<file path="src/rtl/bcd_stopwatch_counter_if.sv">
// Control and display bundle between the debounced button logic and the per-digit decoders.
// master drives the control pulses and load value; slave is the counter that returns the display.
interface bcd_stopwatch_counter_if #(
    parameter int NDIG = 4
);
    logic              start;
    logic              stop;
    logic              clear;
    logic              load;
    logic [4*NDIG-1:0] load_val;
    logic              dir;
    logic [4*NDIG-1:0] digits;
    logic              running;
    logic              tick_o;
    logic              wrap;

    modport master (
        output start, stop, clear, load, load_val, dir,
        input  digits, running, tick_o, wrap
    );

    modport slave (
        input  start, stop, clear, load, load_val, dir,
        output digits, running, tick_o, wrap
    );
endinterface

</file>
<file path="src/rtl/bcd_stopwatch_counter.sv">
// Purpose: NDIG-digit BCD up/down stopwatch with start/stop/clear/load; leading-zero blanking under BCD_STOPWATCH_BLANK_EN.
// Latency: controls and ticks take effect on the next clock edge; blanking is combinational from the registered count.
// Backpressure: none; control pulses are single-cycle and always accepted by priority clear > load > stop > start.
module bcd_stopwatch_counter #(
    parameter int CLK_HZ  = 50000000,
    parameter int TICK_HZ = 100,
    parameter int NDIG    = 4
) (
    input  logic                   clk,
    input  logic                   rst,
    bcd_stopwatch_counter_if.slave bus
);
    localparam int DIV = CLK_HZ / TICK_HZ;
    localparam int PW  = (DIV > 1) ? $clog2(DIV) : 1;
    localparam int W   = 4 * NDIG;
    localparam logic [PW-1:0] PRESC_LAST = PW'(DIV - 1);

    typedef enum logic [1:0] {
        ST_IDLE,
        ST_RUN,
        ST_PAUSED
    } state_e;

    state_e        state_q, state_d;
    logic [PW-1:0] presc_q, presc_d;
    logic [W-1:0]  count_q, count_d;
    logic          tick_q,  tick_d;
    logic          wrap_q,  wrap_d;

    logic [W-1:0]  load_clamped;
    logic [W-1:0]  count_inc;
    logic [W-1:0]  count_dec;
    logic          inc_carry;
    logic          dec_borrow;
    logic [W-1:0]  digits_disp;

    // Out-of-range nibbles are clamped so the stored count stays valid BCD.
    always_comb begin
        load_clamped = '0;
        for (int i = 0; i < NDIG; i++) begin
            if (bus.load_val[4*i +: 4] > 4'd9) begin
                load_clamped[4*i +: 4] = 4'd9;
            end else begin
                load_clamped[4*i +: 4] = bus.load_val[4*i +: 4];
            end
        end
    end

    always_comb begin
        logic cy;
        count_inc = count_q;
        cy        = 1'b1;
        for (int i = 0; i < NDIG; i++) begin
            if (cy) begin
                if (count_q[4*i +: 4] == 4'd9) begin
                    count_inc[4*i +: 4] = 4'd0;
                end else begin
                    count_inc[4*i +: 4] = count_q[4*i +: 4] + 4'd1;
                    cy                  = 1'b0;
                end
            end
        end
        inc_carry = cy;
    end

    always_comb begin
        logic bw;
        count_dec = count_q;
        bw        = 1'b1;
        for (int i = 0; i < NDIG; i++) begin
            if (bw) begin
                if (count_q[4*i +: 4] == 4'd0) begin
                    count_dec[4*i +: 4] = 4'd9;
                end else begin
                    count_dec[4*i +: 4] = count_q[4*i +: 4] - 4'd1;
                    bw                  = 1'b0;
                end
            end
        end
        dec_borrow = bw;
    end

    // A stop pulse claims priority even when it is ignored, so it also masks a simultaneous start.
    always_comb begin
        state_d = state_q;
        presc_d = presc_q;
        count_d = count_q;
        tick_d  = 1'b0;
        wrap_d  = 1'b0;
        if (bus.clear) begin
            state_d = ST_IDLE;
            presc_d = '0;
            count_d = '0;
        end else if (bus.load) begin
            count_d = load_clamped;
            presc_d = '0;
            if (state_q == ST_IDLE) begin
                state_d = ST_PAUSED;
            end
        end else if (bus.stop) begin
            if (state_q == ST_RUN) begin
                state_d = ST_PAUSED;
            end
        end else if (bus.start && (state_q != ST_RUN)) begin
            state_d = ST_RUN;
        end else if (state_q == ST_RUN) begin
            if (presc_q == PRESC_LAST) begin
                presc_d = '0;
                tick_d  = 1'b1;
                count_d = bus.dir ? count_dec  : count_inc;
                wrap_d  = bus.dir ? dec_borrow : inc_carry;
            end else begin
                presc_d = presc_q + PW'(1);
            end
        end
    end

    always_ff @(posedge clk) begin
        if (rst) begin
            state_q <= ST_IDLE;
            presc_q <= '0;
            count_q <= '0;
            tick_q  <= 1'b0;
            wrap_q  <= 1'b0;
        end else begin
            state_q <= state_d;
            presc_q <= presc_d;
            count_q <= count_d;
            tick_q  <= tick_d;
            wrap_q  <= wrap_d;
        end
    end

`ifdef BCD_STOPWATCH_BLANK_EN
    // A digit blanks only while it and every digit above it are zero; digit 0 always shows.
    always_comb begin
        logic lead;
        digits_disp = count_q;
        lead        = 1'b1;
        for (int i = NDIG - 1; i >= 1; i--) begin
            if (lead && (count_q[4*i +: 4] == 4'd0)) begin
                digits_disp[4*i +: 4] = 4'hF;
            end else begin
                lead = 1'b0;
            end
        end
    end
`else
    assign digits_disp = count_q;
`endif

    assign bus.digits  = digits_disp;
    assign bus.running = (state_q == ST_RUN);
    assign bus.tick_o  = tick_q;
    assign bus.wrap    = wrap_q;

    for (genvar g = 0; g < NDIG; g++) begin : g_bcd_chk
        a_valid_bcd: assert property (@(posedge clk) disable iff (rst) count_q[4*g +: 4] <= 4'd9);
    end
endmodule

</file>
<file path="src/flat_wrapper.sv">
// flat-port wrapper written by rule: the top's interface ports become plain ports
module bcd_stopwatch_counter_flat 
#(
    parameter int CLK_HZ  = 50000000,
    parameter int TICK_HZ = 100,
    parameter int NDIG    = 4
)
  (clk, rst, bus_start, bus_stop, bus_clear, bus_load, bus_load_val, bus_dir, bus_digits, bus_running, bus_tick_o, bus_wrap);
  bcd_stopwatch_counter_if #(.NDIG(NDIG)) bus_i ();
  input  logic clk;
  input  logic rst;
  input wire logic [$bits(bus_i.start)-1:0] bus_start;
  input wire logic [$bits(bus_i.stop)-1:0] bus_stop;
  input wire logic [$bits(bus_i.clear)-1:0] bus_clear;
  input wire logic [$bits(bus_i.load)-1:0] bus_load;
  input wire logic [$bits(bus_i.load_val)-1:0] bus_load_val;
  input wire logic [$bits(bus_i.dir)-1:0] bus_dir;
  output wire logic [$bits(bus_i.digits)-1:0] bus_digits;
  output wire logic [$bits(bus_i.running)-1:0] bus_running;
  output wire logic [$bits(bus_i.tick_o)-1:0] bus_tick_o;
  output wire logic [$bits(bus_i.wrap)-1:0] bus_wrap;
  assign bus_i.start = bus_start;
  assign bus_i.stop = bus_stop;
  assign bus_i.clear = bus_clear;
  assign bus_i.load = bus_load;
  assign bus_i.load_val = bus_load_val;
  assign bus_i.dir = bus_dir;
  assign bus_digits = bus_i.digits;
  assign bus_running = bus_i.running;
  assign bus_tick_o = bus_i.tick_o;
  assign bus_wrap = bus_i.wrap;
  bcd_stopwatch_counter #(.CLK_HZ(CLK_HZ), .TICK_HZ(TICK_HZ), .NDIG(NDIG)) u_core (.clk(clk), .rst(rst), .bus(bus_i));
endmodule
</file>
<file path="config.mk">
export PLATFORM = sky130hd
export DESIGN_NAME = bcd_stopwatch_counter_flat
export DESIGN_NICKNAME = d
export VERILOG_FILES = /design/src/rtl/bcd_stopwatch_counter_if.sv /design/src/rtl/bcd_stopwatch_counter.sv /design/src/flat_wrapper.sv
export SDC_FILE = /design/constraint.sdc
export NUM_CORES = 1
export LEC_CHECK = 0
export ABC_AREA = 1
export CORE_MARGIN = 5
export CORE_UTILIZATION = 30
export DETAILED_ROUTE_END_ITERATION = 10
export GPL_TIMING_DRIVEN = 0
export HOLD_SLACK_MARGIN = 0.1
export PLACE_DENSITY_LB_ADDON = 0.15
export SLEW_MARGIN = 20
export SYNTH_ARGS = -nofsm -noshare
export SYNTH_HDL_FRONTEND = slang
export SYNTH_SLANG_ARGS = --single-unit
</file>
<file path="constraint.sdc">
create_clock -name clk -period 1.8 [get_ports clk]
set_clock_uncertainty 0.1 [all_clocks]
set_input_delay 0.18 -clock clk [delete_from_list [all_inputs] [get_ports clk]]
set_output_delay 0.18 -clock clk [all_outputs]
set_load 0.03 [all_outputs]
</file>
==> results.ini <==
[yosys]
synth_fp_nets = 477
synth_edf_count = 0
synth-async-reset-ratio_pct = 0
yosys.area_share.simple_pct = 48.1
yosys.area.top_type = dfxtp_1
synth_area_sq_um = 2770
synth_fa_ha_area_share_pct = 0.452
yosysSeqAreaShare_pct = 28.2
synth_top_family_by_area = simple AND/OR/NAND/NOR gates
synth_area_leaders = dfxtp_1 (28%), nand2_1 (16%), nor2_1 (12%), nand3_1 (7.1%), inv_1 (6.5%)
synth_cell_type_count = 37
postSynthAreaPerCell_sq_um = 6.11
synth_xor_area_share_pct = 2.22
yosys_register_bits = 39
yosys_most_used_dff = dfxtp_1
ys_warn_count = 0
synthMuxAreaShare_pct = 0
netlist_instances = 453
synth.top_cell.area_share_pct = 28.2
synth-compound-area-share_pct = 11.9

[cts]
htreeDepth = 2
tritoncts = yes
clockRootBuffer = clkbuf_8
cts_hold_buf = 0
clk_pin_slew_ps = 80
cts_max_path_buffers = 2
cts_sinks = 39
tritoncts.num_buffers = 5
insertion_delay_ps = 290

[global_routing]
grt_pass1_wl_mm = 13.0
antenna_found_initial = 0
grt_pass1_vias = 2796
grt_start_max_net_pins = 12
grt.total_usage_pct = 13.9
overflow = 0

[critical_path]
crit_path_top_delay_cell = clkdlybuf4s50_1
crit_fanout = 7
worst_setup_path_end_kind = output pin
critical-path-top-delay-family = buffers and inverters
worstPathArrival_ps = 1450
cp-startpoint = u_core.bus.digits[15]
crit_required_ps = 1520
r2r-end = u_core.bus.digits[5]
r2r-start = u_core.presc_q[0]
path_buf_inv = 1
path_cells = clkdlybuf4s50_1
max_stage_delay_ps = 710
cp.depth = 1
r2r_cells = 9
start_kind = register
path_class = register to output pin
reg2reg_slack_ps = 140
critPathCapture = bus_digits[15]

[cells_and_area]
final_nets = 525
finish.utilization_pct = 37.7
fill_cells = 1053
layout-drive-gt1-share_pct = 10.6
final_cells = 613
num_antenna_cells = 0
area_delta_synth_final_pct = 24.3

[pwr]
irDropWorstVdd_mv = 0.257
finalPower_uw = 1910
p_per_area_nw_per_um2 = 555
leakage_uw = 0.00147

[sta]
fin_ws_ps = 65.2
max_slew_margin_pct = 60.9
fin_crit_sh_pct = 96.4
fin_tns_setup_ps = 0
hold_viol = 0
rsz0062_at_grt = false
drv_slew = 0
max_freq_ghz = 0.576
setup_viol = 0
min_period_ps = 1730
worst_pin_slew_ps = 587

[routing]
vias = 2872
routed_wl_mm = 7.50
avgViaCountPerCell = 4.69
firstDrtPassIters = 4
drcViolationCount = 0
drtAntennaViolNets = 0
drtIter0Drc = 91
wire_per_inst_um = 12.2

[floorplan]
die_x_um = 106
core_area_sq_um = 9110
dieArea_sq_um = 11200
ioPinCount = 42
row_count = 35
start_util_pct = 30.4
die_h_um = 106

[placement]
place_ws_ps = -283
port_buffers = 41
place.gp.congestion = 0.851
dp.cells = 605
hpwlAfterDp_mm = 5.86

[run_status]
status = complete, no violations

[job]
cap_violations = 0

[min_path]
hp-class = register to register

==> how the worst min path moves through the flow <==
stage,start,to,slack (ps),cells past startpoint
finish,u_core.presc_q[8],u_core.presc_q[8],390,2
global route,u_core.presc_q[8],u_core.presc_q[8],420,2
CTS,u_core.presc_q[8],u_core.presc_q[8],390,2
detailed placement,u_core.presc_q[8],u_core.presc_q[8],380,2
global placement,u_core.state_q[1],u_core.state_q[1],360,2
floorplan,bus_dir,u_core.bus.wrap,240,1
==> power breakdown <==
part | internal (uW) | switching [uW]
registers | 880 | 25.9
clock network | 273 | 320
logic | 165 | 244
==> synth_stat cells, types with 2 or more instances <==
library cell and instances:
o21ai_1 5, nor2_1 85, o21ai_0 14, nand3_4 2, o211ai_1 4, nor2_4 7, nand2_1 121, a21oi_1 21
buf_2 3, xnor2_1 3, inv_1 48, nor3_1 9, nor2_2 8, buf_6 2, xor2_1 4, a211oi_1 2
o211a_1 2, inv_2 8, nand2_2 3, nand4_1 7, dfxtp_1 39, nand2_4 3, nand3_1 39
==> cell type report <==
cell class	instances	area [sq um]	share of cell area [%]
Sequential cell	39	783	22.8
Buffer	6	41.3	1.20
Timing Repair Buffer	41	422	12.3
Multi-Input combinational cell	352	1760	51.2
Tap cell	111	139	4.04
Inverter	56	210	6.11
Clock buffer	7	76.3	2.22
Clock inverter	1	5.00	0.146
==> kinds of logic (layout without fill, tap and decap cells) <==
group | count (synthesis) | after routing
compound gates | 55 | 55
xor+xnor | 7 | 7
fa+ha+maj | 1 | 1
buf+inv | 62 | 111
flops | 39 | 39
simple gates | 289 | 289
==> timing repair <==
action / CTS / global route
buffers inserted: 0 / 0
endpoints found under the hold margin: 0 / 0
endpoints found under the setup margin: 9 / 30
gates resized for setup: 2 / 12
==> worst reg2reg max path, stage by stage, from the launching register on <==
cell and delay [ps]:
dfxtp_2 380, ha_4 170, nand3_2 110, nor2_4 180
nand3_4 120, nand2_4 130, buf_6 170, nand3_1 80
nand2_1 70, nor2_1 40
==> per-layer routing <==
layer	GRT usage (%)	part of all wire [%]	routed length, um	up-vias
met5	0	0	0	-
met4	3.33	0.93	70	0
met3	2.91	3.6	270	6
met2	24.5	49	3640	37
met1	17.3	47	3510	1283
li1	-	-	-	1546
==> placed cells by master, fill, tap and decap left out, types with 2 or more instances in the layout <==
cell,instances
o211ai_1,4
nor2_2,7
inv_1,48
dfxtp_2,2
xor2_1,4
clkbuf_8,5
buf_6,2
o21ai_0,14
nand2_2,4
o21ai_1,5
dlymetal6s2s_1,5
clkdlybuf4s50_1,35
buf_2,3
nor2_1,84
nand4_1,7
nand3_4,2
a21oi_1,21
clkbuf_1,3
nor3_1,9
nand3_1,39
nand2_1,120
xnor2_1,3
inv_2,8
dfxtp_1,37
a211oi_1,2
nand2_4,3
nor2_4,9
o211a_1,2
==> registers in the layout, summed over array words and instances, names as in the netlist <==
register,flops
u_core.presc_q,19
u_core.bus.tick_o,1
u_core.bus.digits,16
u_core.state_q,2
u_core.bus.wrap,1
==> per-stage QoR <==
stage	instance area, sq um	hold slack [ps]
CTS	3400	389
global placement	3320	364
finish	3440	385
detailed placement	3320	378
floorplan	2770	236
global route	3440	418
No activity file was read; power rests on OpenSTA's default activity.
